### config.mk
export PLATFORM = sky130hd
export DESIGN_NAME = multicore_mem_arbiter
export DESIGN_NICKNAME = d
export VERILOG_FILES = /design/src/rtl/multicore_arb_pkg.sv /design/src/rtl/multicore_mem_arbiter_rr_picker.sv /design/src/rtl/multicore_mem_arbiter.sv
export SDC_FILE = /design/constraint.sdc
export NUM_CORES = 1
export LEC_CHECK = 0
export ABC_CLOCK_PERIOD_IN_PS = 2740
export CAP_MARGIN = 20
export CORE_AREA = 2 2 105 107
export CTS_BUF_LIST = sky130_fd_sc_hd__clkbuf_8
export CTS_CLUSTER_DIAMETER = 120
export DETAILED_ROUTE_END_ITERATION = 8
export DIE_AREA = 0 0 107 109
export PLACE_DENSITY = 0.6
export SLEW_MARGIN = 20
export SYNTH_ARGS = -nofsm -noshare
export SYNTH_HDL_FRONTEND = slang
export SYNTH_HIERARCHICAL = 1
export SYNTH_SLANG_ARGS = --single-unit
### constraint.sdc
create_clock -name CLK -period 2.74 [get_ports CLK]
set_clock_uncertainty 0.1 [all_clocks]
set_input_delay 0.548 -clock CLK [delete_from_list [all_inputs] [get_ports CLK]]
set_output_delay 0.548 -clock CLK [all_outputs]
set_load 0.02 [all_outputs]
### src/rtl/multicore_arb_pkg.sv
// Shared types and default widths for the multicore memory arbiter.
package multicore_arb_pkg;

    typedef enum logic [1:0] {
        FREE   = 2'd0,
        BUSY   = 2'd1,
        ACCESS = 2'd2,
        ERROR  = 2'd3
    } ramstate_t;

    typedef enum logic {
        IDLE  = 1'b0,
        GRANT = 1'b1
    } arb_state_t;

    localparam int DEF_AW = 32;
    localparam int DEF_DW = 32;
    localparam int DEF_CW = 16;

endpackage

### src/rtl/multicore_mem_arbiter_rr_picker.sv
// Combinational round-robin picker: first requester at or after ptr, modulo NCPU.
module rr_picker #(
    parameter int NCPU = 2,
    parameter int PW   = $clog2(NCPU)
) (
    input  logic [NCPU-1:0] req,
    input  logic [PW-1:0]   ptr,
    output logic [PW-1:0]   gnt,
    output logic            any
);

    int idx;

    // Walk offsets from farthest to nearest so the nearest requester wins.
    always_comb begin
        gnt = '0;
        any = |req;
        idx = 0;
        for (int k = NCPU - 1; k >= 0; k--) begin
            idx = int'(ptr) + k;
            if (idx >= NCPU) idx = idx - NCPU;
            if (req[idx]) gnt = PW'(idx);
        end
    end

endmodule

### src/rtl/multicore_mem_arbiter.sv
// N-core round-robin arbiter onto a single RAM port, plus registered halt aggregation.
// Optional per-core completion counters are enabled with macro ARB_STATS_EN.
module multicore_mem_arbiter
    import multicore_arb_pkg::*;
#(
    parameter int NCPU = 2,
    parameter int AW   = DEF_AW,
    parameter int DW   = DEF_DW,
    parameter int CW   = DEF_CW
) (
    input  logic                     CLK,
    input  logic                     RST,
    input  logic [NCPU-1:0]          req_ren,
    input  logic [NCPU-1:0]          req_wen,
    input  logic [NCPU-1:0][AW-1:0]  req_addr,
    input  logic [NCPU-1:0][DW-1:0]  req_store,
    output logic [NCPU-1:0]          req_wait,
    output logic [DW-1:0]            req_load,
    input  logic [NCPU-1:0]          flushed,
    output logic                     halt,
    output logic [AW-1:0]            ramaddr,
    output logic [DW-1:0]            ramstore,
    output logic                     ramREN,
    output logic                     ramWEN,
    input  logic [DW-1:0]            ramload,
    input  logic [1:0]               ramstate
`ifdef ARB_STATS_EN
    ,
    output logic [NCPU-1:0][CW-1:0]  grant_count
`endif
);

    localparam int PW = $clog2(NCPU);

    arb_state_t      state, state_n;
    logic [PW-1:0]   ptr, ptr_n, gnt, gnt_n, pick;
    logic [NCPU-1:0] req;
    logic            any;
    ramstate_t       rs;

    assign req      = req_ren | req_wen;
    assign rs       = ramstate_t'(ramstate);
    assign req_load = ramload;

    rr_picker #(.NCPU(NCPU), .PW(PW)) u_pick (
        .req (req),
        .ptr (ptr),
        .gnt (pick),
        .any (any)
    );

    always_ff @(posedge CLK) begin
        if (RST) begin
            state <= IDLE;
            ptr   <= '0;
            gnt   <= '0;
            halt  <= 1'b0;
        end else begin
            state <= state_n;
            ptr   <= ptr_n;
            gnt   <= gnt_n;
            halt  <= &flushed;
        end
    end

    always_comb begin
        state_n  = state;
        ptr_n    = ptr;
        gnt_n    = gnt;
        ramaddr  = '0;
        ramstore = '0;
        ramREN   = 1'b0;
        ramWEN   = 1'b0;
        req_wait = '1;
        case (state)
            IDLE: begin
                if (any) begin
                    gnt_n   = pick;
                    state_n = GRANT;
                end
            end
            GRANT: begin
                ramaddr  = req_addr[gnt];
                ramstore = req_store[gnt];
                ramWEN   = req_wen[gnt];
                ramREN   = req_ren[gnt] & ~req_wen[gnt];
                // A withdrawn request abandons the slot without advancing fairness.
                if (!req[gnt]) begin
                    state_n = IDLE;
                end else if (rs == ACCESS) begin
                    req_wait[gnt] = 1'b0;
                    ptr_n         = (gnt == PW'(NCPU - 1)) ? '0 : gnt + 1'b1;
                    state_n       = IDLE;
                end
            end
            default: state_n = IDLE;
        endcase
    end

`ifdef ARB_STATS_EN
    always_ff @(posedge CLK) begin
        if (RST) begin
            grant_count <= '0;
        end else if (state == GRANT && req[gnt] && rs == ACCESS) begin
            for (int i = 0; i < NCPU; i++) begin
                if (gnt == PW'(i) && grant_count[i] != '1)
                    grant_count[i] <= grant_count[i] + 1'b1;
            end
        end
    end
`endif

endmodule

; ---- Yosys cells after proc, flatten, opt, wreduce, memory -nomap -nowiden
; Cells that the tools add are included.
[word_totals]
reg_bits = 4
input_bits = 170
[op_classes]
n_addsub = 4
order_cmp = 6
n_eq_ne = 1
n_mux = 34
bitwise_logic = 5
reduce_logical = 5
[op_table]
columns = op, n
row1 = $mux W32, 8
row2 = $lt A32 B3 Y1 const B, 2
row3 = $ge A32 B3 Y1 const B, 1
row4 = $sub A32 B3 Y32 const B, 1
row5 = $mux W1, 21
row6 = $mux W2, 3
row7 = $reduce_and A2 Y1, 2
row8 = $reduce_and A3 Y1, 1
row9 = $sub A1 B2 Y3 const B, 1
row10 = $add A1 B1 Y2 const B, 1
row11 = $eq A2 B2 Y1 const B, 1
row12 = $ge A1 B2 Y1 const B, 1
row13 = $lt A1 B2 Y1 const B, 1
row14 = $not A1 Y1, 2
row15 = $not A2 Y2, 1
row16 = $or A2 B2 Y2, 1
row17 = $pmux W1 S2, 1
row18 = $reduce_or A2 Y1, 1
row19 = $add A1 B1 Y1 const B, 1
row20 = $and A1 B1 Y1, 1
row21 = $demux W1 S1, 1
row22 = $ge A1 B1 Y1 const B, 1
row23 = $logic_and A1 B1 Y1, 1

; ---- Logic depth before layout (Yosys ltp)
[depth]
word_depth = 8
ltp_mapped = 6

; ---- Cells and area by module
; Netlist, hierarchy kept.
[modules_own_cells]
columns = module, instances, cells_per_inst, area_per_inst_um2, seq_area_each_um2
row1 = multicore_mem_arbiter, 1, 203, 1606.5, 80.1
row2 = rr_picker, 1, 3, 17.5, 0.0

; ---- Worst setup path before layout
; OpenSTA, ideal clock, no wires.
[synth_path]
path_type = input to output
start = input port ramstate[0]
end = output port req_wait[0]
arrival_ns = 1.153
path_slack_ns = 0.939
stages = 2
path_buffers = 0
path_cell_list = nand3b_1 or3_1
[synth_via]
elab_chain_cells = 4
[synth_lines]
columns = item, line_no
row1 = from (decl), multicore_mem_arbiter.sv:26  ; input logic [1:0] ramstate
row2 = $eq A2 B2 Y1, multicore_mem_arbiter.sv:90  ; end else if (rs == ACCESS) begin
row3 = $mux W2, multicore_mem_arbiter.sv:90
row4 = $mux W2, multicore_mem_arbiter.sv:88  ; if (!req[gnt]) begin
row5 = $mux W2, multicore_mem_arbiter.sv:75  ; case (state)
row6 = to (decl), multicore_mem_arbiter.sv:17  ; output logic [NCPU-1:0] req_wait,
; No other way between the ends.

; ---- Worst setup path in the final report
[layout_path]
start = input port ramstate[0]
end = output port req_wait[1]
; Same word-level chain as after synthesis.

==> results.json <==
{
  "port_buffers": 206,
  "htree_levels": 1,
  "finalCriticalPeriod_ns": 2.637,
  "netlist_instances": 206,
  "p_leak_nw": 1.253,
  "dr.max_layer_used": "met4",
  "synthAdderAreaFrac_pct": 0,
  "rsz0062_at_grt": "false",
  "clock-sinks": 4,
  "viasPerCell": 3.961,
  "critPathKind": "input pin to primary output",
  "crit_required_ns": 2.09,
  "firstDrtPassIters": 3,
  "cts.repair.resized": 0,
  "gp_congestion": 0.6826,
  "synth-seq-cells": 4,
  "drt_iter0_drc": 69,
  "maxCapViolCount": 0,
  "hp-class": "flip-flop to flip-flop",
  "die-area_um2": 11660,
  "drive_gt1_share_pct": 3.714,
  "grt_pass1_wl_mm": 10.60,
  "grt_overflow": 0,
  "detail_route.wl_per_cell_um": 14.09,
  "clk_pin_slew_ns": 0.03,
  "synth_area_leaders": "mux2i_1 41%, nor2b_1 25%, buf_4 18%",
  "cts_inserted_buffers": 3,
  "met3_length_um": 865,
  "synthSimpleGateAreaFrac_pct": 30.12,
  "utilization_pct": 34.58,
  "wl_met2_mm": 3.732,
  "ys_seq_area_share_pct": 4.931,
  "p_total_uw": 988.3,
  "clkLatencyLatePin_ns": 0.22,
  "multi_input_area_um2": 1194,
  "place_inst": 513,
  "regArea_um2": 85.08,
  "final_cell_count_no_fill": 518,
  "cts.path.max_buffers": 2,
  "antenna_found_initial": 1,
  "cts_setup_buffers": 0,
  "cts_tree": "built",
  "outcome": "finished clean",
  "maxSlewHeadroom_pct": 77.82,
  "cp_max_fo": 3,
  "drc": 0,
  "grt_max_degree": 31,
  "wirelength_mm": 7.300,
  "layout_common_cells": "205 x clkdlybuf4s50_1, 66 x mux2i_1, 66 x nor2b_1",
  "dpl_cell_area_um2": 3616,
  "synth.avg_cell_area_um2": 7.884,
  "num_rows": 38,
  "final_common_cell": "clkdlybuf4s50_1",
  "timing.final.ws_setup_ns": 0.1030,
  "hold_ws_ns": 0.3820,
  "die_h_um": 109,
  "yosysTopAreaCellShare_pct": 40.68,
  "synth_compound_gate_area_share_pct": 2.696,
  "wl_met1_mm": 2.470,
  "synth_top_family_by_area": "multiplexers",
  "final_nets": 548,
  "grt_usage_pct": 11.37,
  "netlist-cell-type-count": 23,
  "powerDensity_nw_per_um2": 269.6,
  "end_kind": "primary output",
  "netlist_area_um2": 1624,
  "grt_pass1_vias": 2112,
  "die_x_um": 107,
  "dp_slack_ns": 0.009055,
  "floorplan.initialDensity_pct": 15.32,
  "synthMuxAreaShare_pct": 40.68,
  "num_vias": 2052,
  "slew_viol_final": 0,
  "cts_hold_buf": 0,
  "setup_viol": 0,
  "ys_warn_count": 6,
  "final_hold_viol_count": 0,
  "critPathLaunchType": "input pin",
  "vdd_drop_max_v": 0.0001487,
  "synth_nets": 376,
  "ctsRootBufferMaster": "clkbuf_8",
  "fill_cells": 1083,
  "ant_nets": 0,
  "final_area_um2": 3666,
  "finalCritPeriodShare_pct": 96.24,
  "io_pins": 271,
  "synth_area_leader_cell": "mux2i_1",
  "core_area_um2": 10600,
  "worst_pin_slew_ns": 0.3328,
  "max_freq_ghz": 0.3792,
  "synth_xor_area_share_pct": 0,
  "crit_arrival_ns": 1.99,
  "dp_hpwl_mm": 6.300,
  "syn2layout_area_growth_pct": 125.7,
  "fin_setup_tns_ns": 0
}
-- flip-flops by register name, indices dropped and copies added, names as in the netlist --
register and cells:
ptr 1, halt 1, gnt 1, state 1
-- path summary, 6_finish.rpt --
path / to / slack [ns] / startpoint / cells after the start
worst max-delay path: req_wait[1] / 0.10 / ramstate[0] / 4
worst min-delay path: ptr$_SDFFE_PP0P_ / 0.38 / ptr$_SDFFE_PP0P_ / 1
worst max register to register: state$_SDFF_PP0_ / 1.25 / state$_SDFF_PP0_ / 3
worst min register to register: ptr$_SDFFE_PP0P_ / 0.38 / ptr$_SDFFE_PP0P_ / 1
-- synth_stat cells, drive strengths merged --
cell type / instances
or3: 1
o21ai: 2
a32oi: 1
and3: 2
or2: 3
a22o: 1
and2b: 1
nand2b: 1
a21boi: 1
clkbuf: 3
mux2i: 66
buf: 44
nand3b: 1
inv: 4
nor4: 1
dfxtp: 4
a31o: 1
nor2b: 66
nor2: 3
-- logic make-up after synthesis --
family | count (synthesis)
and+or+nand+nor | 79
buffers and inverters | 51
DFF | 4
AOI/OAI and AO/OA | 6
muxes | 66
-- power by group --
group | internal (mW) | leakage [nW] | switching [mW] | total, mW
Combinational | 0.469 | 1.19 | 0.313 | 0.782
Clock | 0.0954 | 0.0269 | 0.0294 | 0.125
Sequential | 0.0637 | 0.0338 | 0.0177 | 0.0814
-- worst max-delay path, cell delays in order --
cell	delay, ns
clkdlybuf4s50_1	0.41
nand3b_1	0.21
or2_1	0.28
clkdlybuf4s50_1	0.54
-- layout make-up --
cell class                      count  area share, %
Antenna cell                        1        0.06826
Clock buffer                        3          1.126
Clock inverter                      1         0.1024
Inverter                            4         0.4096
Multi-Input combinational cell    151          32.56
Sequential cell                     4          2.321
Tap cell                          140          4.778
Timing Repair Buffer              214          58.63
-- per-layer routing --
metal	global-route usage [%]	up-vias
li1	-	1004
met1	11.13	886
met2	22.07	132
met3	3.347	30
met4	5.009	0
met5	0	-
Note: power is estimated with default switching activity, not from simulation.
